$ cat src/rtl/calc_sequencer_if.sv
// ALU handshake bundle: operands, operation and start pulse out; result, sign, error and done back.
interface calc_sequencer_if #(
    parameter int W = 40
);
    logic         o_alu_start;
    logic [W-1:0] o_s1;
    logic [W-1:0] o_s2;
    logic [1:0]   o_op;
    logic [W-1:0] i_res;
    logic         i_res_sign;
    logic         i_res_err;
    logic         i_alu_done;

    modport master (
        output o_alu_start, o_s1, o_s2, o_op,
        input  i_res, i_res_sign, i_res_err, i_alu_done
    );

    modport slave (
        input  o_alu_start, o_s1, o_s2, o_op,
        output i_res, i_res_sign, i_res_err, i_alu_done
    );
endinterface

$ cat src/rtl/calc_sequencer.sv
// Operand/result sequencer: captures operands on enter edges, runs the ALU start/done handshake, latches the result.
// Define CALC_CHAIN_EN to chain a new operand onto the previous result (RESULT -> CONT -> CALC).
module calc_sequencer #(
    parameter int DIGITS      = 10,
    parameter int ALU_TIMEOUT = 15
) (
    input  logic                i_clk,
    input  logic                i_rst_n,
    input  logic                i_enter,
    input  logic                i_clear,
    input  logic                i_enable,
    input  logic [4*DIGITS-1:0] i_val,
    input  logic [1:0]          i_op,
    calc_sequencer_if.master    alu,
    output logic [4*DIGITS-1:0] o_res,
    output logic                o_sign,
    output logic [1:0]          o_disp_sel,
    output logic [3:0]          o_led,
    output logic                o_err
);
    localparam int W = 4*DIGITS;

    typedef enum logic [2:0] {
        ST_IN1, ST_IN2, ST_CALC, ST_RESULT, ST_CONT, ST_ERR
    } state_t;

    state_t       state_q;
    logic         enter_q;
    logic         alu_start_q;
    logic [W-1:0] s1_q, s2_q, res_q;
    logic [1:0]   op_q;
    logic         sign_q;
    logic [1:0]   disp_q;
    logic [3:0]   led_q;
    logic         err_q;
    logic [7:0]   tmo_cnt_q;
    logic         enter_evt;

    // enter_q tracks the button in every state so re-enabling never produces a stale edge
    assign enter_evt = i_enter & ~enter_q & i_enable;

    always_ff @(posedge i_clk or negedge i_rst_n) begin
        if (!i_rst_n) begin
            state_q     <= ST_IN1;
            enter_q     <= 1'b0;
            alu_start_q <= 1'b0;
            s1_q        <= '0;
            s2_q        <= '0;
            res_q       <= '0;
            op_q        <= 2'b00;
            sign_q      <= 1'b0;
            disp_q      <= 2'b00;
            led_q       <= 4'b0000;
            err_q       <= 1'b0;
            tmo_cnt_q   <= 8'd0;
        end else begin
            enter_q     <= i_enter;
            alu_start_q <= 1'b0;
            if (i_clear) begin
                state_q   <= ST_IN1;
                s1_q      <= '0;
                s2_q      <= '0;
                res_q     <= '0;
                op_q      <= 2'b00;
                sign_q    <= 1'b0;
                disp_q    <= 2'b00;
                led_q     <= 4'b0000;
                err_q     <= 1'b0;
                tmo_cnt_q <= 8'd0;
            end else begin
                case (state_q)
                    ST_IN1: if (enter_evt) begin
                        s1_q    <= i_val;
                        state_q <= ST_IN2;
                        disp_q  <= 2'b01;
                        led_q   <= 4'b0001;
                    end
                    ST_IN2: if (enter_evt) begin
                        s2_q        <= i_val;
                        op_q        <= i_op;
                        alu_start_q <= 1'b1;
                        tmo_cnt_q   <= 8'd0;
                        state_q     <= ST_CALC;
                        led_q       <= 4'b0010;
                    end
                    ST_CALC: begin
                        // a done on the timeout edge still delivers its result
                        if (alu.i_alu_done && !alu.i_res_err) begin
                            res_q   <= alu.i_res;
                            sign_q  <= alu.i_res_sign;
                            state_q <= ST_RESULT;
                            disp_q  <= 2'b11;
                        end else if (alu.i_alu_done || tmo_cnt_q == 8'(ALU_TIMEOUT)) begin
                            state_q <= ST_ERR;
                            disp_q  <= 2'b10;
                            led_q   <= 4'b1111;
                            err_q   <= 1'b1;
                        end else begin
                            tmo_cnt_q <= tmo_cnt_q + 8'd1;
                        end
                    end
`ifdef CALC_CHAIN_EN
                    ST_RESULT: if (enter_evt) begin
                        state_q <= ST_CONT;
                        disp_q  <= 2'b01;
                        led_q   <= 4'b0100;
                    end
                    ST_CONT: if (enter_evt) begin
                        s1_q        <= res_q;
                        s2_q        <= i_val;
                        op_q        <= i_op;
                        alu_start_q <= 1'b1;
                        tmo_cnt_q   <= 8'd0;
                        state_q     <= ST_CALC;
                        led_q       <= 4'b1000;
                    end
`else
                    ST_RESULT: if (enter_evt) begin
                        s1_q    <= '0;
                        s2_q    <= '0;
                        state_q <= ST_IN1;
                        disp_q  <= 2'b00;
                        led_q   <= 4'b0000;
                    end
`endif
                    default: ;
                endcase
            end
        end
    end

    assign alu.o_alu_start = alu_start_q;
    assign alu.o_s1        = s1_q;
    assign alu.o_s2        = s2_q;
    assign alu.o_op        = op_q;
    assign o_res           = res_q;
    assign o_sign          = sign_q;
    assign o_disp_sel      = disp_q;
    assign o_led           = led_q;
    assign o_err           = err_q;
endmodule

$ cat src/flat_wrapper.sv
// flat-port wrapper written by rule: the top's interface ports become plain ports
module calc_sequencer_flat 
#(
    parameter int DIGITS      = 10,
    parameter int ALU_TIMEOUT = 15
)
  (i_clk, i_rst_n, i_enter, i_clear, i_enable, i_val, i_op, o_res, o_sign, o_disp_sel, o_led, o_err, alu_o_alu_start, alu_o_s1, alu_o_s2, alu_o_op, alu_i_res, alu_i_res_sign, alu_i_res_err, alu_i_alu_done);
  calc_sequencer_if #(.W((4*DIGITS))) alu_i ();
  input  logic i_clk;
  input  logic i_rst_n;
  input  logic i_enter;
  input  logic i_clear;
  input  logic i_enable;
  input  logic [4*DIGITS-1:0] i_val;
  input  logic [1:0] i_op;
  output logic [4*DIGITS-1:0] o_res;
  output logic o_sign;
  output logic [1:0] o_disp_sel;
  output logic [3:0] o_led;
  output logic o_err;
  output wire logic [$bits(alu_i.o_alu_start)-1:0] alu_o_alu_start;
  output wire logic [$bits(alu_i.o_s1)-1:0] alu_o_s1;
  output wire logic [$bits(alu_i.o_s2)-1:0] alu_o_s2;
  output wire logic [$bits(alu_i.o_op)-1:0] alu_o_op;
  input wire logic [$bits(alu_i.i_res)-1:0] alu_i_res;
  input wire logic [$bits(alu_i.i_res_sign)-1:0] alu_i_res_sign;
  input wire logic [$bits(alu_i.i_res_err)-1:0] alu_i_res_err;
  input wire logic [$bits(alu_i.i_alu_done)-1:0] alu_i_alu_done;
  assign alu_o_alu_start = alu_i.o_alu_start;
  assign alu_o_s1 = alu_i.o_s1;
  assign alu_o_s2 = alu_i.o_s2;
  assign alu_o_op = alu_i.o_op;
  assign alu_i.i_res = alu_i_res;
  assign alu_i.i_res_sign = alu_i_res_sign;
  assign alu_i.i_res_err = alu_i_res_err;
  assign alu_i.i_alu_done = alu_i_alu_done;
  calc_sequencer #(.DIGITS(DIGITS), .ALU_TIMEOUT(ALU_TIMEOUT)) u_core (.i_clk(i_clk), .i_rst_n(i_rst_n), .i_enter(i_enter), .i_clear(i_clear), .i_enable(i_enable), .i_val(i_val), .i_op(i_op), .alu(alu_i), .o_res(o_res), .o_sign(o_sign), .o_disp_sel(o_disp_sel), .o_led(o_led), .o_err(o_err));
endmodule
$ cat config.mk
export PLATFORM = sky130hd
export DESIGN_NAME = calc_sequencer_flat
export DESIGN_NICKNAME = d
export VERILOG_FILES = /design/src/rtl/calc_sequencer_if.sv /design/src/rtl/calc_sequencer.sv /design/src/flat_wrapper.sv
export SDC_FILE = /design/constraint.sdc
export NUM_CORES = 1
export LEC_CHECK = 0
export ABC_AREA = 1
export BUFFER_PORTS_ARGS = -buffer_cell sky130_fd_sc_hd__buf_4
export CAP_MARGIN = 20
export CELL_PAD_IN_SITES_DETAIL_PLACEMENT = 1
export CELL_PAD_IN_SITES_GLOBAL_PLACEMENT = 1
export CORE_ASPECT_RATIO = 0.75
export CORE_MARGIN = 2
export CORE_UTILIZATION = 27
export DETAILED_ROUTE_END_ITERATION = 8
export GPL_TIMING_DRIVEN = 0
export PLACE_DENSITY_LB_ADDON = 0.1
export REMOVE_ABC_BUFFERS = 1
export SLEW_MARGIN = 5
export SYNTH_ARGS = -nofsm -noshare
export SYNTH_HDL_FRONTEND = slang
export SYNTH_SLANG_ARGS = --single-unit
$ cat constraint.sdc
create_clock -name i_clk -period 1.3 [get_ports i_clk]
set_input_delay 0.13 -clock i_clk [delete_from_list [all_inputs] [get_ports i_clk]]
set_output_delay 0.13 -clock i_clk [all_outputs]
set_load 0.02 [all_outputs]
# Word-level counts from Yosys, hierarchy flattened
# Index checks and enable logic that the tools add are counted.
# word_totals
word_cells	98
register_bits	143
# classes
bitwise	3
addsub	1
n_mux	47
n_reduce_logical	23
eq_ne	12
# ops
cell	n
2-to-1 mux 40 bit	7
one-hot mux 40 bit (2 select lines)	2
2-to-1 mux 8 bit	4
2-to-1 mux 4 bit	6
2-to-1 mux 3 bit	6
2-to-1 mux 2 bit	8
one-hot mux 4 bit (4 select lines)	1
one-hot mux 8 bit (2 select lines)	1
!= test 3 x 2 -> 1 bit, second input constant	4
one-hot mux 3 bit (4 select lines)	1
2-to-1 mux 1 bit	10
nonzero test 2 bit	5
AND reduction 3 bit	3
nonzero test 3 bit	3
adder 8 x 1 -> 8 bit, second input constant	1
== test 8 x 4 -> 1 bit, second input constant	1
AND reduction 4 bit	2
== test 3 x 2 -> 1 bit, second input constant	2
!= test 3 bit, second input constant	2
one-hot mux 2 bit (3 select lines)	1
AND reduction 6 bit	1
AND reduction 5 bit	1
nonzero test 5 bit	1
!= test 4 x 2 -> 1 bit, second input constant	1
10 further kinds	12

# Logic depth before layout (Yosys ltp)
# Gate-level depths: netlist of run 1.
# depth
depth_word	6
depth_mapped	10

# Least setup slack after synthesis of run 1
# Ideal clock, no wire load.
# synth_path
path_kind	flip-flop to flip-flop
startpoint	reg u_core.tmo_cnt_q[0]
endpoint	reg u_core.tmo_cnt_q[5]
n_path_buf	1
t_arrival_ps	1253
synth_period_minus_slack_ps	1380
slack_ps	-80
stages_incl_launch_ff	11
setup_ps	127
required_ps	1173
path_cell_list	dfrtp_1 > ha_1 > nand2_1 > nor2_1 > nand3_1 > nand2_1 > nand2_1 > nand2_1 > buf_4 > nand2_1 > o21ai_0
# synth_between
elab_chain_len	5
elab_cells_between_ends	9
cone_classes	add/sub: 1; eq/ne: 2; mux: 4; reduce/logical: 2
# synth_lines
item	line_no	rtl
start, declared	calc_sequencer.sv:36	logic [7:0] tmo_cnt_q;
start signal, assigned	calc_sequencer.sv:99	tmo_cnt_q <= tmo_cnt_q + 8'd1;
adder 8 x 1 -> 8 bit	calc_sequencer.sv:99	
2-to-1 mux 8 bit	calc_sequencer.sv:93	end else if (alu.i_alu_done || tmo_cnt_q == 8'(ALU_TIMEOUT)) begin
2-to-1 mux 8 bit	calc_sequencer.sv:88	if (alu.i_alu_done && !alu.i_res_err) begin
one-hot mux 8 bit (2 select lines)	calc_sequencer.sv:71	case (state_q)
2-to-1 mux 8 bit	calc_sequencer.sv:59	if (i_clear) begin
# Several ways; a longest one is shown, not always the timed one. The select of a mux whose other input is x is not followed.
# A chain may end at the register's enable or synchronous reset.

# Final worst setup path of run 1
# layout_path
startpoint	reg u_core.state_q[2]
endpoint	reg u_core.sign_q, in the netlist u_core.o_sign
# layout_between
elab_chain_len	3
# layout_lines
item	line_no	rtl
start, declared	calc_sequencer.sv:27	state_t state_q;
start signal, assigned	calc_sequencer.sv:44	state_q <= ST_IN1;
start signal, assigned	calc_sequencer.sv:60	state_q <= ST_IN1;
start signal, assigned	calc_sequencer.sv:74	state_q <= ST_IN2;
== test 3 x 2 -> 1 bit	calc_sequencer.sv:71	
nonzero test 2 bit (no line)	-	
AND reduction 2 bit (no line)	-	
end signal, assigned	calc_sequencer.sv:90	sign_q <= alu.i_res_sign;
end, declared	calc_sequencer.sv:32	logic sign_q;
# Every way passes these cells.

==> results of run 1 <==
-- worst paths after layout --
kind	endpoint	startpoint	cells after the start	slack, ns
worst max-delay path	u_core.o_sign	u_core.state_q[2]	8	-0.30
min in group asynchronous	u_core.alu.o_s1[19]	i_rst_n	2	0.21
worst min register to register	u_core.alu.o_s1[25]	u_core.alu.o_s1[25]	2	0.48
worst min-delay path	u_core.alu.o_s2[28]	i_val[28]	5	0.03
worst max register to register	u_core.o_sign	u_core.state_q[2]	8	-0.30
max in group asynchronous	u_core.state_q[0]	i_rst_n	3	0.27
-- final cells by class --
class / count / area share
well taps: 294 / 0.03437
clock buffers: 17 / 0.03975
inverters: 100 / 0.03694
multi-input cells: 480 / 0.2448
flip-flops and latches: 142 / 0.3322
repair buffers: 329 / 0.2913
clock inverters: 14 / 0.01718
repair inverters: 2 / 0.003390
-- routing by layer --
| layer | GRT usage | routed length (um) | vias to the layer above |
|---|---|---|---|
| li1 | - | - | 2983 |
| met1 | 0.2985 | 11970 | 3091 |
| met2 | 0.3407 | 12350 | 133 |
| met3 | 0.05152 | 1305 | 18 |
| met4 | 0.04923 | 215 | 0 |
| met5 | 0 | 0 | - |
-- cell usage after synthesis (all sizes together) --
cell | number | share of area
a21oi | 1 | 0.00081
buf | 26 | 0.024
clkbuf | 13 | 0.0079
dfrtp | 142 | 0.58
ha | 1 | 0.0020
inv | 100 | 0.061
nand2 | 249 | 0.15
nand3 | 54 | 0.044
nand4 | 8 | 0.0081
nor2 | 58 | 0.038
o21ai | 98 | 0.080
o21bai | 1 | 0.0012
or2 | 1 | 0.0010
xor2 | 1 | 0.0014
-- logic make-up (layout without fill, tap and decap cells) --
group,after synthesis,in the layout,synth area share
simple gates,370,376,0.2441
buf+inv,139,462,0.09254
fa+ha+maj,1,1,0.002033
compound gates,100,102,0.08237
flops,142,142,0.5776
xor+xnor,1,1,0.001424
-- power by group through the flow --
stage | combinational (mW) | sequential [mW] | clock, mW
3_3_place_gp | 5.48 | 5.96 | 0
6_report | 8.23 | 5.94 | 5.16
3_5_place_dp | 5.81 | 5.96 | 0
5_1_grt | 8.82 | 6.07 | 5.46
2_1_floorplan | 1.68 | 7.01 | 0
4_1_cts | 7.89 | 5.94 | 5.29
-- metrics by stage --
step                        util  setup TNS (ns)  cell area, um2  hold slack (ns)
after global routing      0.4815          -38.00           10700          0.02669
after detailed placement  0.3689         -149.26            8199           0.1079
final                     0.4815          -29.46           10700          0.02502
after floorplan                -         -174.27            5958          -0.1656
after CTS                 0.4605          -27.63           10240         0.005396
after global placement    0.3589         -555.53            7978           0.2632
-- flip-flops by register name, summed over array words and instances, names as in the netlist --
| signal | flops |
|---|---|
| u_core.alu.o_alu_start | 1 |
| u_core.alu.o_op | 2 |
| u_core.alu.o_s1 | 40 |
| u_core.alu.o_s2 | 40 |
| u_core.enter_q | 1 |
| u_core.o_disp_sel | 2 |
| u_core.o_err | 1 |
| u_core.o_led | 3 |
| u_core.o_res | 40 |
| u_core.o_sign | 1 |
| u_core.state_q | 3 |
| u_core.tmo_cnt_q | 8 |
-- placed cells by master (no fill, tap or decap), types with 2 or more instances in the layout --
cell | Yosys | layout
bufinv_16 | 0 | 3
clkinv_4 | 0 | 5
dfrtp_2 | 0 | 2
nand3_4 | 0 | 4
nor2_1 | 53 | 47
inv_2 | 3 | 4
o21ai_0 | 79 | 35
nand2_8 | 0 | 2
dlygate4sd3_1 | 0 | 45
o21ai_1 | 18 | 27
nor2_4 | 1 | 14
inv_6 | 0 | 3
nand2_4 | 0 | 11
buf_8 | 0 | 5
buf_12 | 0 | 14
clkbuf_16 | 0 | 21
buf_16 | 0 | 10
nand3_2 | 0 | 11
inv_1 | 97 | 94
buf_4 | 6 | 237
o21ai_2 | 1 | 33
o21ai_4 | 0 | 5
nand2_2 | 2 | 29
clkinvlp_4 | 0 | 2
nand2_1 | 247 | 210
nand4_1 | 8 | 8
inv_16 | 0 | 2
dfrtp_1 | 142 | 140
nand3_1 | 54 | 39
buf_6 | 0 | 14
-- tightest hold or removal path, delay by kind of cell --
| family | cells | cell delay [ns] |
|---|---|---|
| buffers and inverters | 2 | 0.14 |
| AND/OR/NAND/NOR | 3 | 0.14 |
-- repair_timing --
item                       in CTS  in global routing
hold buffers                   45                  0
setup endpoints to repair     140                140
hold endpoints to repair      102                  0
gates cloned                   17                  5
buffers inserted               41                  7
gates resized for setup       127                 89
pin swaps                      21                 22
==> impl_metrics.env, run 1 <==
export IMPL_endpoint_kind="flop"
export IMPL_antenna_found_initial=0
export IMPL_place_inst=1235
export IMPL_crit_family="buffers and inverters"
export IMPL_die_h_um=134.7
export IMPL_area_growth_pct=73.97
export IMPL_comb_power_share=0.426
export IMPL_drv_slew=0
export IMPL_nets=1163
export IMPL_wl_mm=25.84
export IMPL_critical_path_max_fanout=6
export IMPL_first_global_vias=6585
export IMPL_rsz0062_at_grt="true"
export IMPL_place_gp_congestion=0.6939
export IMPL_fp_row_count=47
export IMPL_skew_ns=0.009976
export IMPL_clkPwrFrac=0.267
export IMPL_max_stage_delay_ns=0.41
export IMPL_drc_errors=0
export IMPL_grt_overflow=0
export IMPL_crit_arrival_ns=1.90
export IMPL_clk_path_buf_depth=2
export IMPL_wl_per_cell_um=18.75
export IMPL_switchingPower_mw=7.441
export IMPL_netSwitchingFraction=0.3848
export IMPL_numCtsBuffers=17
export IMPL_clk_latency_ns=0.43
export IMPL_cap_viol_max_count=0
export IMPL_yosys_register_bits=142
export IMPL_final_cells=1378
export IMPL_seqPwrFrac=0.307
export IMPL_crit_required_ns=1.61
export IMPL_violations="setup timing"
export IMPL_ys_warn_count=0
export IMPL_crit_chain="buf_6 > nor2_4 > nand2_4 > buf_6 > o21ai_4 > buf_12 > clkbuf_16 > o21ai_2"
export IMPL_multi_input_area_um2=2620
export IMPL_crit_type="reg -> reg"
export IMPL_route_vias_total=6225
export IMPL_fmax_mhz=625.6
export IMPL_grt_max_degree=85
export IMPL_synth_distinct_cells=21
export IMPL_core_area_um2=22230
export IMPL_relSlewSlack=0.5746
export IMPL_crit_top_cell="buf_6"
export IMPL_fp_dieW_um=178.3
export IMPL_cts_tree="yes"
export IMPL_root_buffer="clkbuf_16"
export IMPL_slowest_stage="dfrtp_1"
export IMPL_num_antenna_cells=0
export IMPL_synthCells=753
export IMPL_setup_ws_ns=-0.2985
export IMPL_dpl_worst_slack_ns=-1.534
export IMPL_ios=221
export IMPL_drt_iter0_drc=194
export IMPL_worst_pin_slew_ns=0.6372
export IMPL_fin_crit_sh=1.230
export IMPL_p_per_area_nw_per_um2=1807
export IMPL_grt_pass1_wl_mm=38.72
export IMPL_synth_area_um2=6152
export IMPL_first_pass_iters=4
export IMPL_cts_clk_slew_worst_paths_ns=0.07
export IMPL_peakVddDrop_uv=947.5
export IMPL_via_per_inst=4.517
export IMPL_min_path_type="in -> reg"
export IMPL_fin_total_pwr_mw=19.34
export IMPL_p_int_mw=11.90
export IMPL_nFillCells=2579
export IMPL_period_minus_slack_ns=1.599
export IMPL_regArea_um2=3556
export IMPL_power_leakage_nw=5.558
export IMPL_status="complete, but fails checks"
export IMPL_crit_buf_inv=4
export IMPL_synth_seq_area_share=0.5776
export IMPL_dp_hpwl_mm=13.38
export IMPL_die_area_um2=24020
export IMPL_ant_nets=0
export IMPL_layout_drive_gt1_share=0.4031
export IMPL_io_buffers=220
export IMPL_initial_core_util=0.2768
export IMPL_hold_viol=0
export IMPL_worstSetupStartpointType="flop"
export IMPL_report_final_setup_viol=139
export IMPL_grt_total_usage=0.2149
export IMPL_clock_sinks=142
export IMPL_synth_area_per_cell_um2=8.170
export IMPL_h_tree_depth=4
Power figures use the tool's default switching activity.
==> inputs of run 2 (changes only) <==
--- a/config.mk
+++ b/config.mk
@@ -15,6 +15,7 @@
 export CORE_UTILIZATION = 27
 export DETAILED_ROUTE_END_ITERATION = 8
 export GPL_TIMING_DRIVEN = 0
+export HOLD_SLACK_MARGIN = 0.1
 export PLACE_DENSITY_LB_ADDON = 0.1
 export REMOVE_ABC_BUFFERS = 1
 export SLEW_MARGIN = 5
==> impl_metrics.env, run 2 (same netlist as run 1, synthesis figures left out) <==
export IMPL_worstSetupStartpointType="flop"
export IMPL_endpoint_kind="flop"
export IMPL_rsz0062_at_grt="true"
export IMPL_wl_mm=26.71
export IMPL_clk_latency_ns=0.43
export IMPL_crit_buf_inv=4
export IMPL_die_area_um2=24020
export IMPL_dp_hpwl_mm=13.38
export IMPL_violations="setup timing"
export IMPL_numCtsBuffers=17
export IMPL_relSlewSlack=0.5497
export IMPL_num_antenna_cells=0
export IMPL_fp_row_count=47
export IMPL_io_buffers=220
export IMPL_nets=1210
export IMPL_crit_family="buffers and inverters"
export IMPL_skew_ns=0.01507
export IMPL_route_vias_total=6484
export IMPL_hold_viol=0
export IMPL_worst_pin_slew_ns=0.6744
export IMPL_cap_viol_max_count=0
export IMPL_grt_pass1_wl_mm=39.59
export IMPL_status="complete, but fails checks"
export IMPL_startpoint="u_core.state_q[0]"
export IMPL_setup_ws_ns=-0.2896
export IMPL_fp_dieW_um=178.3
export IMPL_root_buffer="clkbuf_16"
export IMPL_grt_max_degree=85
export IMPL_crit_type="reg -> reg"
export IMPL_ant_nets=0
export IMPL_drv_slew=0
export IMPL_period_minus_slack_ns=1.590
export IMPL_initial_core_util=0.2768
export IMPL_fmax_mhz=629.1
export IMPL_grt_overflow=0
export IMPL_core_area_um2=22230
export IMPL_crit_arrival_ns=1.88
export IMPL_final_cells=1425
export IMPL_crit_required_ns=1.60
export IMPL_hold_path_startpoint="alu_i_res_err"
export IMPL_via_per_inst=4.550
export IMPL_place_inst=1235
export IMPL_hold_slack_ns=0.1686
export IMPL_report_final_setup_viol=140
export IMPL_final_common_cell="buf_4"
export IMPL_power_leakage_nw=5.816
export IMPL_crit_chain="nand3_4 > nand2_8 > nor2_4 > buf_12 > nor2_4 > buf_6 > buf_12 > buf_16 > nand2_4 > nand2_2"
export IMPL_grt_total_usage=0.2189
export IMPL_clk_path_buf_depth=2
export IMPL_peakVddDrop_uv=954.7
export IMPL_slowest_stage="dfrtp_2"
export IMPL_wl_per_cell_um=18.75
export IMPL_nFillCells=2547
export IMPL_place_gp_congestion=0.6939
export IMPL_clock_sinks=142
export IMPL_h_tree_depth=4
export IMPL_timing_rr_start="u_core.state_q[0]"
export IMPL_drc_errors=0
export IMPL_fin_crit_sh=1.223
export IMPL_antenna_found_initial=0
export IMPL_cts_clk_slew_worst_paths_ns=0.06
export IMPL_max_stage_delay_ns=0.47
export IMPL_p_per_area_nw_per_um2=1747
export IMPL_critical_path_max_fanout=5
export IMPL_first_pass_iters=4
export IMPL_drt_iter0_drc=238
export IMPL_min_path_type="in -> reg"
export IMPL_layout_drive_gt1_share=0.4156
export IMPL_area_growth_pct=83.83
export IMPL_cts_tree="yes"
export IMPL_die_h_um=134.7
export IMPL_first_global_vias=6773
export IMPL_layout_common_cells="buf_4, nand2_1, dfrtp_1"
export IMPL_ios=221
-- run 2: cell count changes in the layout (fill, tap and decap cells not counted), sizes merged --
cell,previous run,this run
dlygate4sd3,45,87
clkbuf,21,20
inv,105,106
clkinv,6,7
buf,280,284
-- run 2: path summary, 6_finish.rpt --
check	endpoint	slack, ns	cells past startpoint
setup / recovery	u_core.alu.o_s2[35]	-0.29	10
hold / removal	u_core.o_led[0]	0.17	5
setup reg to reg	u_core.alu.o_s2[35]	-0.29	10
hold reg to reg	u_core.alu.o_s1[25]	0.48	2
max in group asynchronous	u_core.state_q[0]	0.27	3
min in group asynchronous	u_core.alu.o_s1[19]	0.21	2
-- run 2: area by class of cell --
| class | instances | area (um2) | share of cell area |
|---|---|---|---|
| Clock buffer | 17 | 425.4 | 0.03761 |
| Multi-Input combinational cell | 480 | 2761 | 0.2442 |
| Timing Repair inverter | 4 | 58.81 | 0.005200 |
| Inverter | 100 | 405.4 | 0.03584 |
| Clock inverter | 14 | 183.9 | 0.01626 |
| Sequential cell | 142 | 3556 | 0.3144 |
| Tap cell | 294 | 367.9 | 0.03253 |
| Timing Repair Buffer | 374 | 3551 | 0.3140 |
-- run 2: what timing repair did --
| item | 4_1_cts | 5_1_grt |
|---|---|---|
| gates resized for setup | 127 | 131 |
| endpoints found under the hold margin | 183 | 0 |
| pin swaps | 21 | 16 |
| hold buffers | 87 | 0 |
| setup endpoints to repair | 140 | 141 |
| buffers inserted | 41 | 11 |
| gates cloned | 17 | 6 |
-- run 2: worst min-delay path: stages --
cell,delay [ns]
buf_4,0.09
nor2_4,0.06
nand2_2,0.09
nand4_1,0.10
nand2_1,0.08
-- run 2: report_power, final --
group          internal [mW]  switching, mW  leakage [nW]
Combinational           3.68           4.97          3.62
Clock                   3.05           2.11         0.296
Sequential              5.36          0.585          1.90
Total                   12.1           7.67          5.82
-- run 2: routing by layer --
layer / global-route usage / vias up / wire length [um]
met5: 0 / - / 0
met4: 0.05149 / 0 / 202
met3: 0.05096 / 18 / 1168
met2: 0.3478 / 135 / 13030
met1: 0.3039 / 3246 / 12310
li1: - / 3085 / -
-- run 2: metrics by stage --
stage,instance area (um2),setup TNS (ns),worst slack (ns),util,power [mW]
2_1_floorplan,5958,-174.27,-1.970,-,8.691
3_3_place_gp,7978,-555.53,-4.599,0.3589,11.44
3_5_place_dp,8199,-149.26,-1.534,0.3689,11.78
4_1_cts,10660,-27.63,-0.2687,0.4794,19.22
5_1_grt,11310,-38.20,-0.3375,0.5088,20.80
6_report,11310,-29.46,-0.2896,0.5088,19.76
